--- src/rtl/multi_edge_detect.sv ---
// Multi-channel synchronised edge detector with sticky flags and event counter.
// Define EDGE_FILTER_EN to add a per-channel glitch filter of FILTER_LEN cycles.
module multi_edge_detect #(
  parameter int CHANNELS    = 6,
  parameter int SYNC_STAGES = 2,
  parameter int CNT_WIDTH   = 8,
  parameter int FILTER_LEN  = 4
) (
  input  logic                 clk,
  input  logic                 reset,
  input  logic [CHANNELS-1:0]  din,
  input  logic [1:0]           mode,
  input  logic                 clear,
  output logic [CHANNELS-1:0]  pulse,
  output logic [CHANNELS-1:0]  sticky,
  output logic                 any_event,
  output logic [CNT_WIDTH-1:0] count
);

  localparam logic [1:0] MODE_RISE = 2'b00;
  localparam logic [1:0] MODE_FALL = 2'b01;
  localparam logic [1:0] MODE_BOTH = 2'b10;
  localparam logic [1:0] MODE_OFF  = 2'b11;

  if (CHANNELS < 1 || CHANNELS > 32 || SYNC_STAGES < 2 ||
      CNT_WIDTH < 1 || FILTER_LEN < 2) begin : g_param_err
    $error("multi_edge_detect: illegal parameter value");
  end

  logic [CHANNELS-1:0] sync_q [SYNC_STAGES];
  logic [CHANNELS-1:0] s;
  logic [CHANNELS-1:0] lvl;
  logic [CHANNELS-1:0] prev_q;
  logic [CHANNELS-1:0] rise;
  logic [CHANNELS-1:0] fall;
  logic [CHANNELS-1:0] pulse_d;

  always_ff @(posedge clk or posedge reset) begin
    if (reset) begin
      for (int i = 0; i < SYNC_STAGES; i++) sync_q[i] <= '0;
    end else begin
      sync_q[0] <= din;
      for (int i = 1; i < SYNC_STAGES; i++) sync_q[i] <= sync_q[i-1];
    end
  end

  assign s = sync_q[SYNC_STAGES-1];

`ifdef EDGE_FILTER_EN
  localparam int FW = $clog2(FILTER_LEN);

  logic [FW-1:0]       stab_q [CHANNELS];
  logic [CHANNELS-1:0] lvl_q;

  // l only follows s after FILTER_LEN consecutive cycles of disagreement
  always_ff @(posedge clk or posedge reset) begin
    if (reset) begin
      lvl_q <= '0;
      for (int c = 0; c < CHANNELS; c++) stab_q[c] <= '0;
    end else begin
      for (int c = 0; c < CHANNELS; c++) begin
        if (s[c] == lvl_q[c]) begin
          stab_q[c] <= '0;
        end else if (stab_q[c] == FW'(FILTER_LEN - 1)) begin
          lvl_q[c]  <= s[c];
          stab_q[c] <= '0;
        end else begin
          stab_q[c] <= stab_q[c] + 1'b1;
        end
      end
    end
  end

  assign lvl = lvl_q;
`else
  assign lvl = s;
`endif

  assign rise = lvl & ~prev_q;
  assign fall = ~lvl & prev_q;

  always_comb begin
    pulse_d = '0;
    unique case (mode)
      MODE_RISE: pulse_d = rise;
      MODE_FALL: pulse_d = fall;
      MODE_BOTH: pulse_d = rise | fall;
      MODE_OFF:  pulse_d = '0;
    endcase
  end

  // prev tracks in every mode so re-enabling never replays a stale edge
  always_ff @(posedge clk or posedge reset) begin
    if (reset) begin
      prev_q    <= '0;
      pulse     <= '0;
      any_event <= 1'b0;
      sticky    <= '0;
      count     <= '0;
    end else begin
      prev_q    <= lvl;
      pulse     <= pulse_d;
      any_event <= |pulse_d;
      if (clear) sticky <= pulse;
      else       sticky <= sticky | pulse;
      if (clear) begin
        count <= CNT_WIDTH'(any_event);
      end else if (any_event && count != '1) begin
        count <= count + 1'b1;
      end
    end
  end

endmodule

--- config.mk ---
export PLATFORM = sky130hd
export DESIGN_NAME = multi_edge_detect
export DESIGN_NICKNAME = d
export VERILOG_FILES = /design/src/rtl/multi_edge_detect.sv
export SDC_FILE = /design/constraint.sdc
export NUM_CORES = 1
export LEC_CHECK = 0
export CORE_MARGIN = 2
export CORE_UTILIZATION = 45
export DETAILED_ROUTE_END_ITERATION = 12
export GPL_TIMING_DRIVEN = 1
export PLACE_DENSITY = 0.78
export SLEW_MARGIN = 40
export SYNTH_ARGS = -nofsm -noshare
export SYNTH_HDL_FRONTEND = slang
export SYNTH_SLANG_ARGS = --single-unit
export TNS_END_PERCENT = 20
--- constraint.sdc ---
create_clock -name clk -period 3.4 [get_ports clk]
set_clock_uncertainty 0.2 [all_clocks]
set_input_delay 0.34 -clock clk [delete_from_list [all_inputs] [get_ports clk]]
set_output_delay 0.34 -clock clk [all_outputs]
set_load 0.02 [all_outputs]
==> results_dict.tcl <==
set metrics [dict create \
    post_cts_buffers 0 \
    io_pins 32 \
    post-route-util 0.5900 \
    clk_pin_slew_ps 100 \
    synth_fp_nets 147 \
    ys_seq_elements 39 \
    cp-start-kind "flip-flop" \
    design.die.area_um2 3999 \
    yosys-top-cells-area "sky130_fd_sc_hd__dfrtp_1 62%, sky130_fd_sc_hd__ha_1 10%, sky130_fd_sc_hd__mux2i_1 4.4%" \
    path_cells "clkdlybuf4s50_1" \
    max_freq_mhz 504.3 \
    holdCritPathClass "reg2reg" \
    cts.root.buffer_cell "sky130_fd_sc_hd__clkbuf_4" \
    vdd_drop_max_mv 0.2514 \
    cts-buffers-inserted 5 \
    first_pass_iters 4 \
    flow.area_growth_from_synthesis_pct 25.67 \
    clock_tree_from_tritoncts "built" \
    clk-insertion-delay-late_ps 330 \
    final-hold-violation-count 0 \
    synthesis.yosys.warnings 0 \
    final_layout_size_suffix_gt1_frac 0.06918 \
    drc 0 \
    final_design_area_no_fill_um2 1984 \
    rsz_0062_raised_after_global_routing "false" \
    max-slew-margin-rel 0.6904 \
    detailedRoute.firstIterationViolations 75 \
    mostFrequentLayoutCells "39 x sky130_fd_sc_hd__dfrtp_1, 31 x sky130_fd_sc_hd__clkdlybuf4s50_1, 14 x sky130_fd_sc_hd__inv_1" \
    globalplace.congestion 0.8170 \
    clock_sink_count 39 \
    initial_utilization 0.4695 \
    antenna_found_initial 0 \
    synthDominantCellAreaShare 0.6181 \
    endpoint_kind "primary output" \
    routing_usage_on_met1 0.1651 \
    die_h_um 63.24 \
    critPathSlowestCell "sky130_fd_sc_hd__clkdlybuf4s50_1" \
    fin_tns_setup_ps 0 \
    vias 1071 \
    first_global_vias 1082 \
    htree_levels 2 \
    timing.final.crit_period_ps 1983 \
    tightestPinTransition_ps 464.4 \
    run_status "completed" \
    placed_area_um2 1943 \
    worstSetupPathType "reg2out" \
    detail_route.wirelength_mm 2.667 \
    grt_start_max_net_pins 40 \
    p_leak_uw 0.0009719 \
    postSynthAreaPerCell_um2 12.84 \
    path_buf_inv 1 \
    core-area_um2 3363 \
    clock_tree.buffer_depth 2 \
    detail_route.wl_per_cell_um 13.01 \
    yosysUniqueCellTypes 30 \
    max_incr_delay_on_cp_ps 640 \
    synth.yosys.seq_area_share 0.6181 \
    number_of_synthesized_flops_with_an_enable_pin 0 \
    layout.cells.most_common "sky130_fd_sc_hd__dfrtp_1" \
    final-setup-viol-count 0 \
    post_layout_nets 184 \
    maximum_fanout_count_along_the_critical_path 6 \
    die_w_um 63.24 \
    synthDominantAreaCellType "sky130_fd_sc_hd__dfrtp_1" \
    met3_track_demand_over_resource_in_global_routing 0.06250 \
    insertedDiodeCount 0 \
    drv_cap 0 \
    grt_pass1_wl_mm 4.678 \
    asyncSetResetFlopFracSynth 1.000 \
    viasPerCell 5.224 \
    crit_required_ps 2860 \
    number_of_cell_rows 21 \
    overflow 0 \
    timing.critical_path.arrival_ps 1440 \
    final_antenna_net_count 0 \
    port_buffers 31 \
    globalRouteTotalUtil 0.1546 \
    cts_repair_resize_count 0 \
    post_synth_inst_count 123 \
    grt.met2_usage 0.2699 \
    timing.reg2reg.setup_slack_ps 1620 \
    hpwl_mm 2.049 \
    ys_dominant_reg_cell "sky130_fd_sc_hd__dfrtp_1" \
    total_of_hold_buffers_inserted_after_clock_tree_synthesis 0 \
    synth_area_um2 1579 \
    worst_path_dominant_cell_family "buffers and inverters" \
    most_used_routing_layer "met2" \
    share_of_the_clock_period_used_by_the_worst_path 0.5833 \
    total_power_divided_by_cell_area_nw_per_um2 460.6 \
    timing_max_transition_violations_final 0 \
]
-- area by class of cell --
class,instances,area [um^2]
well taps,46,57.56
inverters,15,56.30
repair buffers,32,317.8
multi-input cells,67,535.5
clock buffers,6,41.29
flip-flops and latches,39,975.9
fillers,305,1379
-- sequential cells by signal (all words and copies together), names as in the netlist --
signal / cells
count: 8
any_event: 1
lvl: 6
prev_q: 6
pulse: 6
sticky: 6
sync_q: 6
-- metal layers --
metal,share of wire,vias up
met5,0,-
met4,0.018,0
met3,0.074,8
met2,0.51,46
met1,0.40,522
li1,-,495
-- kinds of logic (layout without fill, tap and decap cells) --
group / Yosys count / after routing / share of synthesized area
AO/OA/AOI/OAI: 25 / 25 / 0.1078
XOR/XNOR: 1 / 1 / 0.005548
adder cells (fa/ha/maj): 13 / 13 / 0.1030
buffers and inverters: 17 / 53 / 0.04279
flip-flops: 39 / 39 / 0.6181
multiplexers: 7 / 7 / 0.04438
AND/OR/NAND/NOR: 21 / 21 / 0.07845
-- synthesized netlist by cell type (2+ instances only) --
cell,count
sky130_fd_sc_hd__nor2_1,3
sky130_fd_sc_hd__inv_1,14
sky130_fd_sc_hd__nand2_1,5
sky130_fd_sc_hd__nand3_1,3
sky130_fd_sc_hd__o22ai_1,6
sky130_fd_sc_hd__mux2i_1,7
sky130_fd_sc_hd__a21oi_1,3
sky130_fd_sc_hd__and2_1,2
sky130_fd_sc_hd__a311oi_1,2
sky130_fd_sc_hd__o21ai_0,2
sky130_fd_sc_hd__ha_1,13
sky130_fd_sc_hd__o211ai_1,2
sky130_fd_sc_hd__dfrtp_1,39
sky130_fd_sc_hd__a21o_1,6
-- metrics by stage --
step                      power, uW  cells  hold WS (ps)  setup WS, ps
final                         914.1    205         157.2          1417
after global routing          974.5    205         168.7          1353
after CTS                     928.3    205         160.6          1401
after detailed placement      723.3    199         137.1          1330
after global placement        714.5    199         133.1          1358
after floorplan               632.3    123         131.2          1728
-- worst paths after layout --
| check | from | to | cells past startpoint |
|---|---|---|---|
| min in group asynchronous | reset | count[1] | 3 |
| max in group asynchronous | reset | count[3] | 3 |
| max | count[3] | count[3] | 1 |
| max reg2reg | count[0] | count[1] | 5 |
| min reg2reg | sync_q[7] | lvl[1] | 0 |
| min | sync_q[7] | lvl[1] | 0 |
-- report_power, final --
part	switching (uW)	internal [uW]	leakage [uW]
registers	31.1	501	0.000478
logic	90.8	88.9	0.000469
clock network	129	73.6	0.0000242
total	251	664	0.000972
No activity file was read; power rests on OpenSTA's default activity.
